## src/rtl/alu_status_if.sv

```systemverilog
// Operand/result channel between the issue logic and the execution stage;
// start is a one-cycle launch, done/reg_we are one-cycle result pulses.
interface alu_status_if;
    logic       start;
    logic [3:0] op;
    logic [7:0] src;
    logic [7:0] opd;
    logic       busy;
    logic       done;
    logic [7:0] dst;
    logic       reg_we;

    modport master (
        output start, op, src, opd,
        input  busy, done, dst, reg_we
    );

    modport slave (
        input  start, op, src, opd,
        output busy, done, dst, reg_we
    );
endinterface

```

## src/rtl/alu_status.sv

```systemverilog
// ALU + processor status register P: result/flags one cycle after start, two for decimal ADC/SBC.
// No ready signal: start is dropped while busy (decimal adjust cycle), accepted in every IDLE cycle.
module alu_status #(
    parameter logic [7:0] P_RESET = 8'h34
) (
    input  logic         clk,
    input  logic         rst_n,
    alu_status_if.slave  bus,
    input  logic         p_load,
    input  logic [7:0]   p_in,
    input  logic         flag_we,
    input  logic [1:0]   flag_sel,
    input  logic         flag_val,
    output logic [7:0]   P
);

    localparam logic [3:0] OP_ORA  = 4'h0;
    localparam logic [3:0] OP_AND  = 4'h1;
    localparam logic [3:0] OP_EOR  = 4'h2;
    localparam logic [3:0] OP_ADC  = 4'h3;
    localparam logic [3:0] OP_PASS = 4'h4;
    localparam logic [3:0] OP_CMP  = 4'h5;
    localparam logic [3:0] OP_SBC  = 4'h6;
    localparam logic [3:0] OP_BIT  = 4'h7;
    localparam logic [3:0] OP_ASL  = 4'h8;
    localparam logic [3:0] OP_ROL  = 4'h9;
    localparam logic [3:0] OP_LSR  = 4'hA;
    localparam logic [3:0] OP_ROR  = 4'hB;
    localparam logic [3:0] OP_INC  = 4'hC;
    localparam logic [3:0] OP_DEC  = 4'hD;

    typedef enum logic {IDLE, DADJ} state_t;

    state_t      state_q, state_d;
    logic [7:0]  p_q, p_d;
    logic [7:0]  dst_q;
    logic        done_q;
    logic        reg_we_q;

    // binary sum and carries held across the decimal adjust cycle
    logic [7:0]  bin_q;
    logic        bin_c_q;
    logic        hc_q;
    logic        v_q;
    logic        sbc_q;

    logic [7:0]  b_eff;
    logic [8:0]  sum9;
    logic [8:0]  cmp9;
    logic [7:0]  alu_res;
    logic        alu_wr, alu_tnz, alu_tc, alu_tv;
    logic        alu_n, alu_z, alu_c, alu_v, alu_hc;
    logic        is_arith;

    logic [8:0]  dec_t;
    logic        dec_c;

    logic        fire, cap_en;
    logic [7:0]  fin_res;
    logic        fin_wr, fin_tnz, fin_tc, fin_tv;
    logic        fin_n, fin_z, fin_c, fin_v;

    always_comb begin : alu_bin
        b_eff    = (bus.op == OP_SBC) ? ~bus.opd : bus.opd;
        sum9     = {1'b0, bus.src} + {1'b0, b_eff} + {8'd0, p_q[0]};
        cmp9     = {1'b0, bus.src} + {1'b0, ~bus.opd} + 9'd1;
        // carry into bit 4 is the nibble half-carry
        alu_hc   = bus.src[4] ^ b_eff[4] ^ sum9[4];
        is_arith = (bus.op == OP_ADC) || (bus.op == OP_SBC);
        alu_res  = bus.src;
        alu_wr   = 1'b0;
        alu_tnz  = 1'b0;
        alu_tc   = 1'b0;
        alu_tv   = 1'b0;
        alu_c    = 1'b0;
        alu_v    = 1'b0;
        case (bus.op)
            OP_ORA:  begin alu_res = bus.src | bus.opd; alu_wr = 1'b1; alu_tnz = 1'b1; end
            OP_AND:  begin alu_res = bus.src & bus.opd; alu_wr = 1'b1; alu_tnz = 1'b1; end
            OP_EOR:  begin alu_res = bus.src ^ bus.opd; alu_wr = 1'b1; alu_tnz = 1'b1; end
            OP_PASS: begin alu_res = bus.opd;           alu_wr = 1'b1; alu_tnz = 1'b1; end
            OP_ADC, OP_SBC: begin
                alu_res = sum9[7:0];
                alu_wr  = 1'b1;
                alu_tnz = 1'b1;
                alu_tc  = 1'b1;
                alu_tv  = 1'b1;
                alu_c   = sum9[8];
                alu_v   = ~(bus.src[7] ^ b_eff[7]) & (bus.src[7] ^ sum9[7]);
            end
            OP_CMP: begin
                alu_res = cmp9[7:0];
                alu_tnz = 1'b1;
                alu_tc  = 1'b1;
                alu_c   = cmp9[8];
            end
            OP_BIT: begin
                alu_tnz = 1'b1;
                alu_tv  = 1'b1;
                alu_v   = bus.opd[6];
            end
            OP_ASL: begin
                alu_res = {bus.src[6:0], 1'b0};
                alu_wr = 1'b1; alu_tnz = 1'b1; alu_tc = 1'b1; alu_c = bus.src[7];
            end
            OP_ROL: begin
                alu_res = {bus.src[6:0], p_q[0]};
                alu_wr = 1'b1; alu_tnz = 1'b1; alu_tc = 1'b1; alu_c = bus.src[7];
            end
            OP_LSR: begin
                alu_res = {1'b0, bus.src[7:1]};
                alu_wr = 1'b1; alu_tnz = 1'b1; alu_tc = 1'b1; alu_c = bus.src[0];
            end
            OP_ROR: begin
                alu_res = {p_q[0], bus.src[7:1]};
                alu_wr = 1'b1; alu_tnz = 1'b1; alu_tc = 1'b1; alu_c = bus.src[0];
            end
            OP_INC: begin alu_res = bus.src + 8'd1; alu_wr = 1'b1; alu_tnz = 1'b1; end
            OP_DEC: begin alu_res = bus.src - 8'd1; alu_wr = 1'b1; alu_tnz = 1'b1; end
            default: ;
        endcase
        alu_n = alu_res[7];
        alu_z = (alu_res == 8'h00);
        if (bus.op == OP_BIT) begin
            alu_n = bus.opd[7];
            alu_z = ((bus.src & bus.opd) == 8'h00);
        end
    end

    always_comb begin : dec_adjust
        dec_t = {1'b0, bin_q};
        dec_c = bin_c_q;
        if (!sbc_q) begin
            if ((bin_q[3:0] > 4'd9) || hc_q)
                dec_t = dec_t + 9'd6;
            if ((dec_t[8:4] > 5'd9) || bin_c_q) begin
                dec_t = dec_t + 9'h060;
                dec_c = 1'b1;
            end
        end else begin
            if (!hc_q)
                dec_t = dec_t - 9'd6;
            if (!bin_c_q)
                dec_t = dec_t - 9'h060;
        end
    end

    always_ff @(posedge clk or negedge rst_n) begin
        if (!rst_n)
            state_q <= IDLE;
        else
            state_q <= state_d;
    end

    always_comb begin : fsm_next
        state_d = state_q;
        cap_en  = 1'b0;
        fire    = 1'b0;
        fin_res = alu_res;
        fin_wr  = alu_wr;
        fin_tnz = alu_tnz;
        fin_tc  = alu_tc;
        fin_tv  = alu_tv;
        fin_n   = alu_n;
        fin_z   = alu_z;
        fin_c   = alu_c;
        fin_v   = alu_v;
        case (state_q)
            IDLE: begin
                if (bus.start) begin
                    if (is_arith && p_q[3]) begin
                        state_d = DADJ;
                        cap_en  = 1'b1;
                    end else begin
                        fire = 1'b1;
                    end
                end
            end
            DADJ: begin
                state_d = IDLE;
                fire    = 1'b1;
                fin_res = dec_t[7:0];
                fin_wr  = 1'b1;
                fin_tnz = 1'b1;
                fin_tc  = 1'b1;
                fin_tv  = 1'b1;
                fin_n   = dec_t[7];
                fin_z   = (dec_t[7:0] == 8'h00);
                fin_c   = dec_c;
                fin_v   = v_q;
            end
            default: state_d = IDLE;
        endcase
    end

    // flag_we first, ALU flags on top, p_load wins outright
    always_comb begin : p_next
        p_d = p_q;
        if (flag_we) begin
            case (flag_sel)
                2'd0: p_d[0] = flag_val;
                2'd1: p_d[2] = flag_val;
                2'd2: p_d[3] = flag_val;
                2'd3: p_d[6] = flag_val;
                default: ;
            endcase
        end
        if (fire) begin
            if (fin_tnz) begin
                p_d[7] = fin_n;
                p_d[1] = fin_z;
            end
            if (fin_tc)
                p_d[0] = fin_c;
            if (fin_tv)
                p_d[6] = fin_v;
        end
        if (p_load)
            p_d = p_in;
        p_d[5:4] = 2'b11;
    end

    always_ff @(posedge clk or negedge rst_n) begin
        if (!rst_n) begin
            p_q      <= P_RESET;
            dst_q    <= 8'h00;
            done_q   <= 1'b0;
            reg_we_q <= 1'b0;
            bin_q    <= 8'h00;
            bin_c_q  <= 1'b0;
            hc_q     <= 1'b0;
            v_q      <= 1'b0;
            sbc_q    <= 1'b0;
        end else begin
            p_q      <= p_d;
            done_q   <= fire;
            reg_we_q <= fire && fin_wr;
            if (fire && fin_wr)
                dst_q <= fin_res;
            if (cap_en) begin
                bin_q   <= alu_res;
                bin_c_q <= alu_c;
                hc_q    <= alu_hc;
                v_q     <= alu_v;
                sbc_q   <= (bus.op == OP_SBC);
            end
        end
    end

    assign bus.busy   = (state_q == DADJ);
    assign bus.done   = done_q;
    assign bus.dst    = dst_q;
    assign bus.reg_we = reg_we_q;
    assign P          = p_q | 8'h30;

endmodule

```

## src/flat_wrapper.sv

```systemverilog
// flat-port wrapper written by rule: the top's interface ports become plain ports
module alu_status_flat 
#(
    parameter logic [7:0] P_RESET = 8'h34
)
  (clk, rst_n, p_load, p_in, flag_we, flag_sel, flag_val, P, bus_start, bus_op, bus_src, bus_opd, bus_busy, bus_done, bus_dst, bus_reg_we);
  alu_status_if bus_i ();
  input  logic clk;
  input  logic rst_n;
  input  logic p_load;
  input  logic [7:0] p_in;
  input  logic flag_we;
  input  logic [1:0] flag_sel;
  input  logic flag_val;
  output logic [7:0] P;
  input wire logic [$bits(bus_i.start)-1:0] bus_start;
  input wire logic [$bits(bus_i.op)-1:0] bus_op;
  input wire logic [$bits(bus_i.src)-1:0] bus_src;
  input wire logic [$bits(bus_i.opd)-1:0] bus_opd;
  output wire logic [$bits(bus_i.busy)-1:0] bus_busy;
  output wire logic [$bits(bus_i.done)-1:0] bus_done;
  output wire logic [$bits(bus_i.dst)-1:0] bus_dst;
  output wire logic [$bits(bus_i.reg_we)-1:0] bus_reg_we;
  assign bus_i.start = bus_start;
  assign bus_i.op = bus_op;
  assign bus_i.src = bus_src;
  assign bus_i.opd = bus_opd;
  assign bus_busy = bus_i.busy;
  assign bus_done = bus_i.done;
  assign bus_dst = bus_i.dst;
  assign bus_reg_we = bus_i.reg_we;
  alu_status #(.P_RESET(P_RESET)) u_core (.clk(clk), .rst_n(rst_n), .bus(bus_i), .p_load(p_load), .p_in(p_in), .flag_we(flag_we), .flag_sel(flag_sel), .flag_val(flag_val), .P(P));
endmodule
```

## config.mk

```make
export PLATFORM = sky130hd
export DESIGN_NAME = alu_status_flat
export DESIGN_NICKNAME = d
export VERILOG_FILES = /design/src/rtl/alu_status_if.sv /design/src/rtl/alu_status.sv /design/src/flat_wrapper.sv
export SDC_FILE = /design/constraint.sdc
export NUM_CORES = 1
export LEC_CHECK = 0
export ABC_CLOCK_PERIOD_IN_PS = 7900
export BUFFER_PORTS_ARGS = -buffer_cell sky130_fd_sc_hd__clkbuf_2
export CORE_ASPECT_RATIO = 0.8
export CORE_MARGIN = 4
export CORE_UTILIZATION = 28
export CTS_CLUSTER_DIAMETER = 80
export DETAILED_ROUTE_END_ITERATION = 8
export PLACE_DENSITY = 0.53
export SYNTH_ARGS = -nofsm -noshare
export SYNTH_HDL_FRONTEND = slang
export SYNTH_SLANG_ARGS = --single-unit
```

## constraint.sdc

```tcl
create_clock -name clk -period 7.9 [get_ports clk]
set_clock_uncertainty 0.1 [all_clocks]
set_input_delay 0.395 -clock clk [delete_from_list [all_inputs] [get_ports clk]]
set_output_delay 0.395 -clock clk [all_outputs]
set_load 0.03 [all_outputs]
```

==> Yosys cells after proc, flatten, opt, wreduce, memory -nomap -nowiden <==
Index checks and enable logic that the tools add are counted.
{ "totals": {"regBits": 29, "inputBits": 36, "out_inout_bits": 19} }
{ "op_classes": {"add_sub_neg": 10, "n_lt_le_gt_ge": 2, "n_eq_ne": 16, "mux": 49, "bitwise_logic": 11, "n_reduce_logical": 25} }
{ "op_table": {"columns": ["cell", "n"], "rows": [
  ["$pmux 8 s12", 1],
  ["$mux 8", 8],
  ["$mux 1", 31],
  ["$eq 4x4->1 const B", 6],
  ["$logic_not 8->1", 3],
  ["$add 8x8->9", 2],
  ["$mux 9", 2],
  ["$eq 4x3->1 const B", 4],
  ["$reduce_or 14->1", 1],
  ["$reduce_or 12->1", 1],
  ["$reduce_bool 2->1", 5],
  ["$add 8x3->9 const B", 1],
  ["$add 9x1->9", 1],
  ["$add 9x1->9 const B", 1],
  ["$add 8x1->8 const B", 1],
  ["$add 8x7->8 const B", 1],
  ["$and 8x8->8", 1],
  ["$eq 4x2->1 const B", 2],
  ["$not 8->8", 1],
  ["$or 8x8->8", 1],
  ["$sub 8x1->8 const B", 1],
  ["$sub 8x3->8 const B", 1],
  ["$sub 8x7->8 const B", 1],
  ["$xor 8x8->8", 1],
  ["other kinds (19)", 35]
]} }

==> Longest topological paths before layout <==
{ "depth": {"ltp_word": 13, "depth_mapped": 17, "ltp_nobuf": 14} }

==> Least setup slack after synthesis <==
Ideal clock, no wire load.
{ "synth_timing": {"path_kind": "input to register", "startpoint": "in bus_op[1]", "endpoint": "reg u_core.p_q[1]", "setup_time_ns": 0.082, "t_arrival_ns": 3.594, "required_ns": 7.718, "setup_slack_ns": 4.123, "stages": 16, "cell_sequence": "buf_2 -> and2_1 -> buf_2 -> and2_1 -> clkbuf_1 -> xnor2_1 -> fa_1 -> inv_1 -> fa_1 -> o21ai_0 -> a21boi_0 -> o32a_1 -> or4_1 -> nor3_2 -> o211ai_1 -> a22oi_2"} }
{ "synth_between": {"elab_chain_len": 11, "word_cells_on_any_way": 36} }
{ "synth_rtl": {"columns": ["element", "line_no", "source"], "rows": [
  ["start: declaration", "flat_wrapper.sv:17", "input wire logic [$bits(bus_i.op)-1:0] bus_op;"],
  ["$eq 4x3->1", "alu_status.sv:64, alu_status.sv:69, alu_status.sv:77", null],
  ["$mux 8", "alu_status.sv:64", "b_eff = (bus.op == OP_SBC) ? ~bus.opd : bus.opd;"],
  ["$add 8x8->9", "alu_status.sv:65", "sum9 = {1'b0, bus.src} + {1'b0, b_eff} + {8'd0, p_q[0]};"],
  ["$add 9x1->9", "alu_status.sv:65", null],
  ["$pmux 8 s12", "alu_status.sv:77", "case (bus.op)"],
  ["$logic_not 8->1", "alu_status.sv:123", "alu_z = (alu_res == 8'h00);"],
  ["$mux 1", "alu_status.sv:124", "if (bus.op == OP_BIT) begin"],
  ["$mux 1", "alu_status.sv:168", "case (state_q)"],
  ["$mux 1", "alu_status.sv:209", "if (fin_tnz) begin"],
  ["$mux 2", "alu_status.sv:208", "if (fire) begin"],
  ["$mux 8", "alu_status.sv:218", "if (p_load)"],
  ["end signal: assignment", "alu_status.sv:235", "p_q <= p_d;"],
  ["end: declaration", "alu_status.sv:35", "logic [7:0] p_q, p_d;"]
]} }
Several ways; a longest one is shown, not always the timed one. The select of a mux whose other input is x is not followed.
A chain may end at the register's enable or synchronous reset.

==> Worst setup path in the final report <==
{ "layout_timing": {"startpoint": "in bus_op[2]", "endpoint": "reg u_core.dst_q[6], in the netlist u_core.bus.dst[6]"} }
{ "layout_between": {"elab_chain_len": 7, "word_cells_on_any_way": 28} }
{ "layout_rtl": {"columns": ["element", "line_no", "source"], "rows": [
  ["parallel branches: the longest is 7 deep, another holds $add 8x8->9", null, null],
  ["end signal: assignment", "alu_status.sv:239", "dst_q <= fin_res;"],
  ["end: declaration", "alu_status.sv:36", "logic [7:0] dst_q;"]
]} }
Parallel ways; which one is timed is not known.

==> impl_results.md <==
- First-pass GRT wire length: 21.3 mm
- Gate count after technology mapping: 527
- Most common cell in the synthesized netlist: nand2_1
- Worst setup startpoint: bus_op[2]
- Layout cells sized above 1: 15.9%
- Total global-route track usage: 15.8%
- Post-DP HPWL: 10.4 mm
- Synth top cells by count: 45 x nand2_1, 42 x ha_1, 36 x o21ai_0
- Post-synthesis sequential area ratio: 17.5%
- Wire per inst: 18.1 um
- Max Clk Rate: 0.223 GHz
- Design area: 0.00467 mm2
- Number of flops mapped to enable cells by yosys: 0
- Area growth from synthesis to layout: 12.1%
- Final wirelength: 13.4 mm
- CP Capture Type: flop
- CTS tree: built
- Final estimated routing congestion in global placement: 0.868
- Vias per inst: 5.55
- Die width: 144 um
- # setup viols final: 0
- Clock transition at the registers of the reported paths: 0.05 ns
- YS warnings: 0
- # placed instances: 734
- PortBufs: 50
- Min Tclk post-route: 4.48 ns
- Vias in the first global route: 3920
- Die H: 117 um
- Post-CTS Hold Fix Bufs: 0
- Pwr dens: 199 mW/mm2
- CP max FO: 35
- Cell taking the most area after synthesis: dfrtp_1
- Initial core utilization: 28.8%
- Slew HR: 33.1%
- Cts bufs inserted: 5
- Drt first pass iters: 5
- Leakage: 0.00207 uW
- GRT Residual Overflow: 0
- Largest net degree at the start of global routing: 36
- Max Buffers Root-to-Sink: 2
- CP Launch Type: input port
- I/O pins: 55
- Max Slew Vio Count: 0
- Final hold violations: 0
- Post-cts sizing count: 0
- Initial DRC Count: 517
- Slowest stage delay, CP: 0.60 ns
- Max stage delay cell, worst path: and2_1
- Outcome: finished clean
- Depth of the CTS H-tree: 2
- Hold_ws: 0.0699 ns
- CP Data Arrival Time: 4.58 ns
- Non-Filler Instances: 742
- Num rows: 39
- Post-synthesis async set-or-reset flop share: 100%
- Vias: 4119
- R2R Path Start: u_core.bin_q[1]
- Register Area: 727 um2
- VDD IR max: 0.0877 mV
- Area after DPL: 0.00451 mm2
- Residual DRC: 0
- Req. time, crit path: 8.00 ns
- Antenna Nets Post-Route: 0
- Synth Register Bits: 29
- Area occupied by multi-input gates: 0.00318 mm2
- CP top delay family: compound AO/OA/AOI/OAI gates
- Sum of buffers and inverters on the critical path: 2
- Setup CP Type: input port to flop
- Crit path cell chain: clkbuf_2, and2_1, and2_1, xnor2_1, fa_1, inv_1, fa_1, a211oi_1, o21ai_0, and3_1, o31a_1, a31oi_1, mux2_2, nand2_1, o21ai_1
- Initial antenna violation count: 0
- R2R Setup Slk: 4.43 ns
- Max cap viols: 0
- Setup TNS: 0 ns
- Final worst-path cycle share: 56.7%
- Layout net count: 639
- Core footprint: 0.0144 mm2
- Die area: 0.0169 mm2
- ANT cells: 0
- Mapped Area: 0.00416 mm2
- RSZ-0062 raised after global routing: false
- Yosys cell types: 77
- Final core occ: 32.3%
- Post-CTS setup buffer count: 0
- Root buf cell: clkbuf_16
- Share of the synthesized area in the top cell type: 16.8%
- Worst-Skew Late Latency: 0.28 ns
- # fillers: 1521
- Clock sinks: 29
- Synth area leaders: dfrtp_1 17%, ha_1 13%, xnor2_1 4.8%
- Average size of a mapped cell: 7.90 um2
- Worst Tran Pin Value: 0.996 ns
- Worst hold path class: input port to asynchronous set/reset pin
- Ys flop type: dfrtp_1
[layout make-up]
type,count,area share (%)
Multi-Input combinational cell,438,68.1
Clock inverter,1,0.107
Tap cell,184,4.93
Inverter,33,2.65
Sequential cell,29,15.6
Timing Repair Buffer,50,5.36
Clock buffer,7,3.27
[flip-flops by register name (all words and copies together), names as in the netlist]
register and flops:
u_core.p_q 6, u_core.v_q 1, u_core.hc_q 1, u_core.bus.dst 8, u_core.bin_q 8, u_core.bus.reg_we 1
u_core.bus.busy 1, u_core.sbc_q 1, u_core.bus.done 1, u_core.bin_c_q 1
[routing by layer]
layer / track usage [%] / routed length (um)
met4: 2.67 / 132
met5: 0 / 0
met3: 2.23 / 1050
met1: 23.7 / 6310
met2: 24.3 / 5910
[where the power goes]
group / total (uW) / internal (uW) / leakage [uW] / switching [uW]
registers: 245 / 184 / 0.000354 / 60.3
logic: 482 / 199 / 0.00163 / 283
clock network: 201 / 133 / 0.0000799 / 67.6
total: 927 / 516 / 0.00207 / 411
[cells in the final DEF, fill, tap and decap left out, drive strengths merged, types with 4 or more instances in the layout]
master	n
nor3	18
dfrtp	28
nor3b	6
and2	9
mux2	16
mux2i	12
o32a	4
xnor2	23
and3	6
clkbuf	57
nor4	5
inv	33
o211ai	5
ha	42
o31ai	8
nand3b	5
a21boi	4
nand4	4
or2	5
nand2b	9
o21ai	39
nand3	9
a21oi	28
nor2	32
fa	4
a221oi	4
xor2	6
a21o	4
o21a	4
a211oi	9
and3b	5
nor2b	13
a31oi	7
a22oi	6
nand2	45
[through the flow]
| step | total power [uW] | setup WS (ns) |
|---|---|---|
| after floorplan | 594 | 4.12 |
| after global routing | 997 | 3.16 |
| after detailed placement | 721 | 3.20 |
| final | 927 | 3.42 |
| after global placement | 710 | 3.23 |
| after CTS | 927 | 3.45 |
[final timing paths]
check / end / cells after the start
max: u_core.bus.dst[6] / 15
min: u_core.bus.reg_we / 1
max reg2reg: u_core.p_q[1] / 12
min reg2reg: u_core.v_q / 1
max in group asynchronous: u_core.bus.dst[2] / 1
min in group clk: u_core.p_q[2] / 3
[logic make-up after synthesis]
family / synth area share (%)
mux: 7.21
buf+inv: 6.25
fa+ha+maj: 14.5
compound gates: 24.3
simple gates: 23.5
flops: 17.5
other cells: 0.0901
xor+xnor: 6.64
[worst reg2reg max path, stage by stage, from the launching register on]
cell	delay, ns
dfrtp_1	0.50
inv_1	0.15
ha_1	0.28
nor3_2	0.32
xnor2_1	0.28
ha_1	0.31
nor3_1	0.07
a22oi_1	0.25
nand3_1	0.22
or4_1	0.46
o311a_1	0.17
o2111ai_1	0.13
a22oi_2	0.11
Power figures use the tool's default switching activity.
